### src/rtl/mult_pkg.sv
// Shared widths, state encoding and limits for the HI/LO capture block.
package mult_pkg;

    localparam int unsigned DW          = 32;
    localparam int unsigned PW          = 2 * DW;
    localparam int unsigned MUL_LAT_MAX = 15;
    localparam int unsigned CntW        = 4;

    typedef enum logic [1:0] {
        StIdle,
        StWait,
        StCapt
    } hilo_state_t;

endpackage

### src/rtl/hilo_capture_if.sv
// Datapath-side bus of the HI/LO capture block: product input, mfhi/mflo/mthi/mtlo, status.
interface hilo_capture_if;
    import mult_pkg::*;

    logic          start;
    logic [PW-1:0] Y;
    logic          rd_hi;
    logic          rd_lo;
    logic          wr_hi;
    logic          wr_lo;
    logic [DW-1:0] wr_data;
    logic [DW-1:0] rd_data;
    logic          rd_valid;
    logic          busy;
    logic          stall;
    logic          done;
    logic          overrun;
    logic [DW-1:0] HI;
    logic [DW-1:0] LO;

    modport master (
        output start, Y, rd_hi, rd_lo, wr_hi, wr_lo, wr_data,
        input  rd_data, rd_valid, busy, stall, done, overrun, HI, LO
    );

    modport slave (
        input  start, Y, rd_hi, rd_lo, wr_hi, wr_lo, wr_data,
        output rd_data, rd_valid, busy, stall, done, overrun, HI, LO
    );

endinterface

### src/rtl/mul_lat_counter.sv
// Multiplier latency down-counter: load, decrement, and a flag when the count reaches one.
module mul_lat_counter
    import mult_pkg::*;
(
    input  logic            clk_i,
    input  logic            rst_ni,
    input  logic            load_i,
    input  logic [CntW-1:0] load_val_i,
    input  logic            dec_i,
    output logic            last_o
);

    logic [CntW-1:0] cnt_d, cnt_q;

    always_comb begin
        cnt_d = cnt_q;
        if (load_i) begin
            cnt_d = load_val_i;
        end else if (dec_i && (cnt_q != '0)) begin
            cnt_d = cnt_q - 1'b1;
        end
    end

    always_ff @(posedge clk_i) begin
        if (!rst_ni) begin
            cnt_q <= '0;
        end else begin
            cnt_q <= cnt_d;
        end
    end

    assign last_o = (cnt_q == CntW'(1));

endmodule

### src/rtl/hilo_capture.sv
// HI/LO register pair fed by the multiplier, with latency tracking and mfhi/mflo/mthi/mtlo access.
// Define HILO_BYPASS_EN to serve reads from Y during the capture cycle instead of stalling.
module hilo_capture
    import mult_pkg::*;
#(
    parameter int unsigned MUL_LAT = 2
) (
    input logic           clk,
    input logic           reset,
    hilo_capture_if.slave bus
);

    localparam logic [CntW-1:0] LoadVal    = CntW'(MUL_LAT - 1);
    localparam bit              MultiCycle = (MUL_LAT > 1);

    hilo_state_t   state_d, state_q;
    logic [DW-1:0] hi_d, hi_q, lo_d, lo_q, rd_data_d, rd_data_q;
    logic          rd_valid_d, rd_valid_q, done_d, done_q, overrun_d, overrun_q;
    logic          rd_req, accept, cnt_last;

    assign rd_req = bus.rd_hi | bus.rd_lo;
    // A new start is taken in IDLE and, back-to-back, in the capture cycle.
    assign accept = bus.start & ((state_q == StIdle) | (state_q == StCapt));

    mul_lat_counter u_cnt (
        .clk_i      (clk),
        .rst_ni     (reset),
        .load_i     (accept & MultiCycle),
        .load_val_i (LoadVal),
        .dec_i      (state_q == StWait),
        .last_o     (cnt_last)
    );

    always_comb begin
        state_d    = state_q;
        hi_d       = hi_q;
        lo_d       = lo_q;
        rd_data_d  = rd_data_q;
        rd_valid_d = 1'b0;
        done_d     = 1'b0;
        overrun_d  = overrun_q;
        unique case (state_q)
            StIdle: begin
                if (bus.rd_hi) begin
                    rd_data_d  = hi_q;
                    rd_valid_d = 1'b1;
                end else if (bus.rd_lo) begin
                    rd_data_d  = lo_q;
                    rd_valid_d = 1'b1;
                end
                if (bus.wr_hi) hi_d = bus.wr_data;
                if (bus.wr_lo) lo_d = bus.wr_data;
                if (bus.start) state_d = MultiCycle ? StWait : StCapt;
            end
            StWait: begin
                if (bus.start) overrun_d = 1'b1;
                if (cnt_last) state_d = StCapt;
            end
            StCapt: begin
                hi_d   = bus.Y[PW-1:DW];
                lo_d   = bus.Y[DW-1:0];
                done_d = 1'b1;
`ifdef HILO_BYPASS_EN
                if (bus.rd_hi) begin
                    rd_data_d  = bus.Y[PW-1:DW];
                    rd_valid_d = 1'b1;
                end else if (bus.rd_lo) begin
                    rd_data_d  = bus.Y[DW-1:0];
                    rd_valid_d = 1'b1;
                end
`endif
                if (bus.start) begin
                    state_d = MultiCycle ? StWait : StCapt;
                end else begin
                    state_d = StIdle;
                end
            end
            default: state_d = StIdle;
        endcase
    end

    always_ff @(posedge clk) begin
        if (!reset) begin
            state_q    <= StIdle;
            hi_q       <= '0;
            lo_q       <= '0;
            rd_data_q  <= '0;
            rd_valid_q <= 1'b0;
            done_q     <= 1'b0;
            overrun_q  <= 1'b0;
        end else begin
            state_q    <= state_d;
            hi_q       <= hi_d;
            lo_q       <= lo_d;
            rd_data_q  <= rd_data_d;
            rd_valid_q <= rd_valid_d;
            done_q     <= done_d;
            overrun_q  <= overrun_d;
        end
    end

`ifdef HILO_BYPASS_EN
    assign bus.stall = rd_req & (state_q == StWait);
`else
    assign bus.stall = rd_req & (state_q != StIdle);
`endif

    assign bus.busy     = (state_q != StIdle);
    assign bus.rd_data  = rd_data_q;
    assign bus.rd_valid = rd_valid_q;
    assign bus.done     = done_q;
    assign bus.overrun  = overrun_q;
    assign bus.HI       = hi_q;
    assign bus.LO       = lo_q;

endmodule
### src/flat_wrapper.sv
// flat-port wrapper written by rule: the top's interface ports become plain ports
module hilo_capture_flat import mult_pkg::*;
#(
    parameter int unsigned MUL_LAT = 2
)
  (clk, reset, bus_start, bus_Y, bus_rd_hi, bus_rd_lo, bus_wr_hi, bus_wr_lo, bus_wr_data, bus_rd_data, bus_rd_valid, bus_busy, bus_stall, bus_done, bus_overrun, bus_HI, bus_LO);
  hilo_capture_if bus_i ();
  input logic clk;
  input logic reset;
  input wire logic [$bits(bus_i.start)-1:0] bus_start;
  input wire logic [$bits(bus_i.Y)-1:0] bus_Y;
  input wire logic [$bits(bus_i.rd_hi)-1:0] bus_rd_hi;
  input wire logic [$bits(bus_i.rd_lo)-1:0] bus_rd_lo;
  input wire logic [$bits(bus_i.wr_hi)-1:0] bus_wr_hi;
  input wire logic [$bits(bus_i.wr_lo)-1:0] bus_wr_lo;
  input wire logic [$bits(bus_i.wr_data)-1:0] bus_wr_data;
  output wire logic [$bits(bus_i.rd_data)-1:0] bus_rd_data;
  output wire logic [$bits(bus_i.rd_valid)-1:0] bus_rd_valid;
  output wire logic [$bits(bus_i.busy)-1:0] bus_busy;
  output wire logic [$bits(bus_i.stall)-1:0] bus_stall;
  output wire logic [$bits(bus_i.done)-1:0] bus_done;
  output wire logic [$bits(bus_i.overrun)-1:0] bus_overrun;
  output wire logic [$bits(bus_i.HI)-1:0] bus_HI;
  output wire logic [$bits(bus_i.LO)-1:0] bus_LO;
  assign bus_i.start = bus_start;
  assign bus_i.Y = bus_Y;
  assign bus_i.rd_hi = bus_rd_hi;
  assign bus_i.rd_lo = bus_rd_lo;
  assign bus_i.wr_hi = bus_wr_hi;
  assign bus_i.wr_lo = bus_wr_lo;
  assign bus_i.wr_data = bus_wr_data;
  assign bus_rd_data = bus_i.rd_data;
  assign bus_rd_valid = bus_i.rd_valid;
  assign bus_busy = bus_i.busy;
  assign bus_stall = bus_i.stall;
  assign bus_done = bus_i.done;
  assign bus_overrun = bus_i.overrun;
  assign bus_HI = bus_i.HI;
  assign bus_LO = bus_i.LO;
  hilo_capture #(.MUL_LAT(MUL_LAT)) u_core (.clk(clk), .reset(reset), .bus(bus_i));
endmodule
### config.mk
export PLATFORM = sky130hd
export DESIGN_NAME = hilo_capture_flat
export DESIGN_NICKNAME = d
export VERILOG_FILES = /design/src/rtl/mult_pkg.sv /design/src/rtl/hilo_capture_if.sv /design/src/rtl/mul_lat_counter.sv /design/src/rtl/hilo_capture.sv /design/src/flat_wrapper.sv
export SDC_FILE = /design/constraint.sdc
export NUM_CORES = 1
export LEC_CHECK = 0
export BUFFER_PORTS_ARGS = -buffer_cell sky130_fd_sc_hd__buf_2
export CORE_UTILIZATION = 25
export DETAILED_ROUTE_END_ITERATION = 10
export GPL_TIMING_DRIVEN = 0
export HOLD_SLACK_MARGIN = 0.06
export PLACE_DENSITY = 0.52
export SYNTH_ARGS = -nofsm -noshare
export SYNTH_HDL_FRONTEND = slang
export SYNTH_SLANG_ARGS = --single-unit
### constraint.sdc
create_clock -name clk -period 1.35 [get_ports clk]
set_input_delay 0.27 -clock clk [delete_from_list [all_inputs] [get_ports clk]]
set_output_delay 0.27 -clock clk [all_outputs]
set_load 0.02 [all_outputs]
==> impl_metrics.tcl <==
set metrics [dict create \
    status "finished, violations left" \
    violations "negative setup slack" \
    grt_usage 0.190 \
    avgSynthCellArea_um2 8.80 \
    required_ns 1.08 \
    wl_um 18300 \
    die_w_um 137 \
    dieArea_um2 18700 \
    slew_violations 0 \
    syn_nets 620 \
    initial_core_util 0.259 \
    cp_common_cell "nor2_4" \
    dr.first_iter.drc_count 168 \
    postCtsHoldBufs 0 \
    tritoncts "done" \
    clock-sinks 105 \
    fp-row-count 48 \
    gp_congestion 0.767 \
    placed_cell_area_um2 5820 \
    crit_chain "nor2_4 -> buf_8 -> nor2_4 -> buf_6" \
    leakage_nw 3.34 \
    htreeDepth 3 \
    endpoint "bus_stall" \
    r2r_setup_slack_ns 0.01 \
    path_delay_family "flip-flops" \
    rsz0062_at_grt "true" \
    setup.worst_path.end_class "output port" \
    ys_seq_area_frac 0.464 \
    hold_path_class "input pin to flip-flop" \
    drive_above_1_share 0.404 \
    crit_path_max_fanout 5 \
    diodes 0 \
    hold_viol 0 \
    hold_depth 3 \
    cts.clk_slew.worst_paths_ns 0.08 \
    synth.largest_area_cell "dfxtp_1" \
    vdd_drop_max_mv 0.613 \
    fmax_mhz 695 \
    antenna_found_initial 1 \
    synth_area_um2 4530 \
    core-area_um2 17500 \
    die_h_um 137 \
    layout_setup_ws_ns -0.0897 \
    dr.pass1.iters 4 \
    netlist.area_leader.share 0.464 \
    post_drt_via_cell_ratio 4.89 \
    worstReg2RegEnd "u_core.bus.LO[6]" \
    syn_inst 515 \
    finalCriticalPeriod_ns 1.44 \
    max-cap-violations 0 \
    power_density_nw_per_um2 1310 \
    async_flop_share 0 \
    synth_edf_count 0 \
    ys_types 32 \
    critical_path_arrival_ns 1.17 \
    grt_max_degree 18 \
    grt_overflow_total 0 \
    crit-reg2reg-launch "u_core.state_q[1]" \
    ys_seq_elements 105 \
    nNetsFinal 850 \
    clockBufferDepth 2 \
    worstMarginPinSlew_ns 0.630 \
    grt_pass1_wl_um 26300 \
    cpPeakStageDelay_ns 0.37 \
    worst-path-stages 4 \
    crit_buf_inv 2 \
    whs_ns 0.165 \
    area_growth_pct 45.8 \
    clk_latency_ns 0.36 \
    yosys-top-cells-area "dfxtp_1, a31oi_1, nand2_1" \
    wire_per_inst_um 18.7 \
    vias 4772 \
    postLayoutCellArea_um2 6610 \
    final.period_utilization 1.07 \
    slowest_stage "dfxtp_4" \
    worstSetupPathType "flip-flop to output port" \
    cp-start-kind "flip-flop" \
    layout_commonest_cell "buf_2" \
    max-slew-margin-rel 0.580 \
    rr_worst_depth 6 \
    skew_ns 0.00659 \
    ys_warn_count 0 \
    ant_nets 0 \
    drc 0 \
    post-place-ws_ns -0.353 \
    clockRootBuffer "clkbuf_16" \
    final_cell_mix "buf_2, dfxtp_1, nand2_1" \
    totalPowerFinal_mw 8.66 \
    crit_start "u_core.state_q[1]" \
    numCtsBuffers 9 \
    first_global_vias 4636 \
    hpwl_um 13100 \
    ios 204 \
    setup_viol 2 \
    synth_ff_type "dfxtp_1" \
    io_buffers 201 \
]
## final cells by class
type	instances	area, um^2
clock buffer	9	225
inverter	4	17.5
clock inverter	7	95.1
tap	225	282
multi-input combinational	357	2220
buffer	48	443
sequential	105	2110
fill	1844	10900
timing repair buffer	220	1210
## through the flow
stage / cells / utilization / setup TNS, ns
finish: 975 / 0.378 / -0.178
global route: 975 / 0.378 / -1.05
CTS: 962 / 0.357 / -0.267
detailed placement: 941 / 0.333 / -20.75
global placement: 941 / 0.333 / -21.92
floorplan: 515 / - / 0
## worst register-to-register path, cell delays in order, from the launching register on
cell and delay, ns:
dfxtp_4 0.37, buf_4 0.14, o21ba_2 0.23, buf_6 0.15, buf_12 0.15, o21ai_1 0.12
a31oi_1 0.06
## cells by family after synthesis
family                     synth area share
buffers and inverters                0.0649
muxes                                0.0707
AOI/OAI and AO/OA                     0.247
DFF                                   0.464
adders and majority gates           0.00552
and+or+nand+nor                       0.149
## worst min-delay path by stage
| stage | to | slack [ns] | from |
|---|---|---|---|
| 2_1_floorplan | u_core.bus.LO[0] | 0.42 | bus_Y[0] |
| 3_5_place_dp | u_core.bus.rd_data[22] | 0.48 | u_core.bus.rd_data[22] |
| 5_1_grt | u_core.bus.LO[4] | 0.17 | bus_Y[4] |
| 3_3_place_gp | u_core.bus.rd_data[0] | 0.48 | u_core.bus.rd_data[0] |
| 4_1_cts | u_core.bus.LO[26] | 0.15 | bus_Y[26] |
| 6_report | u_core.bus.HI[10] | 0.17 | bus_Y[42] |
## synthesized netlist by cell type, types with 2 or more instances
master and count:
a21oi_1 3, a31oi_1 64, and2_1 2, and3_1 2, buf_2 22, buf_4 6
buf_6 6, clkbuf_1 15, dfxtp_1 105, ha_1 2, inv_1 3, mux2i_1 32
nand2_1 97, nand2b_1 3, nand3_1 33, nor2_1 3, nor2b_1 2, nor3b_1 4
o211a_1 32, o21ai_0 41, o21ai_1 26, o21ba_1 2
## report_power, final
part           switching, mW  internal (mW)
Combinational           1.25          0.889
Sequential             0.241           3.41
Clock                   1.25           1.63
## flip-flops by register name (all words and copies together), names as in the netlist
name and count:
u_core.u_cnt.cnt_q 4, u_core.bus.overrun 1, u_core.bus.rd_valid 1, u_core.bus.done 1, u_core.bus.LO 32, u_core.bus.rd_data 32, u_core.state_q 2, u_core.bus.HI 32
## per-layer routing
| layer | vias to the layer above | wire [um] | track usage |
|---|---|---|---|
| met5 | - | 0 | 0 |
| met4 | 0 | 221 | 0.0574 |
| met3 | 13 | 1040 | 0.0348 |
| met2 | 167 | 8460 | 0.305 |
| met1 | 2252 | 8560 | 0.258 |
| li1 | 2340 | - | - |
## repair_timing
item / in CTS / in global routing
resized for setup: 25 / 104
gates cloned: 0 / 5
buffers inserted: 5 / 9
pin swaps: 1 / 3
setup endpoints to repair: 98 / 86
Note: power is estimated with default switching activity, not from simulation.
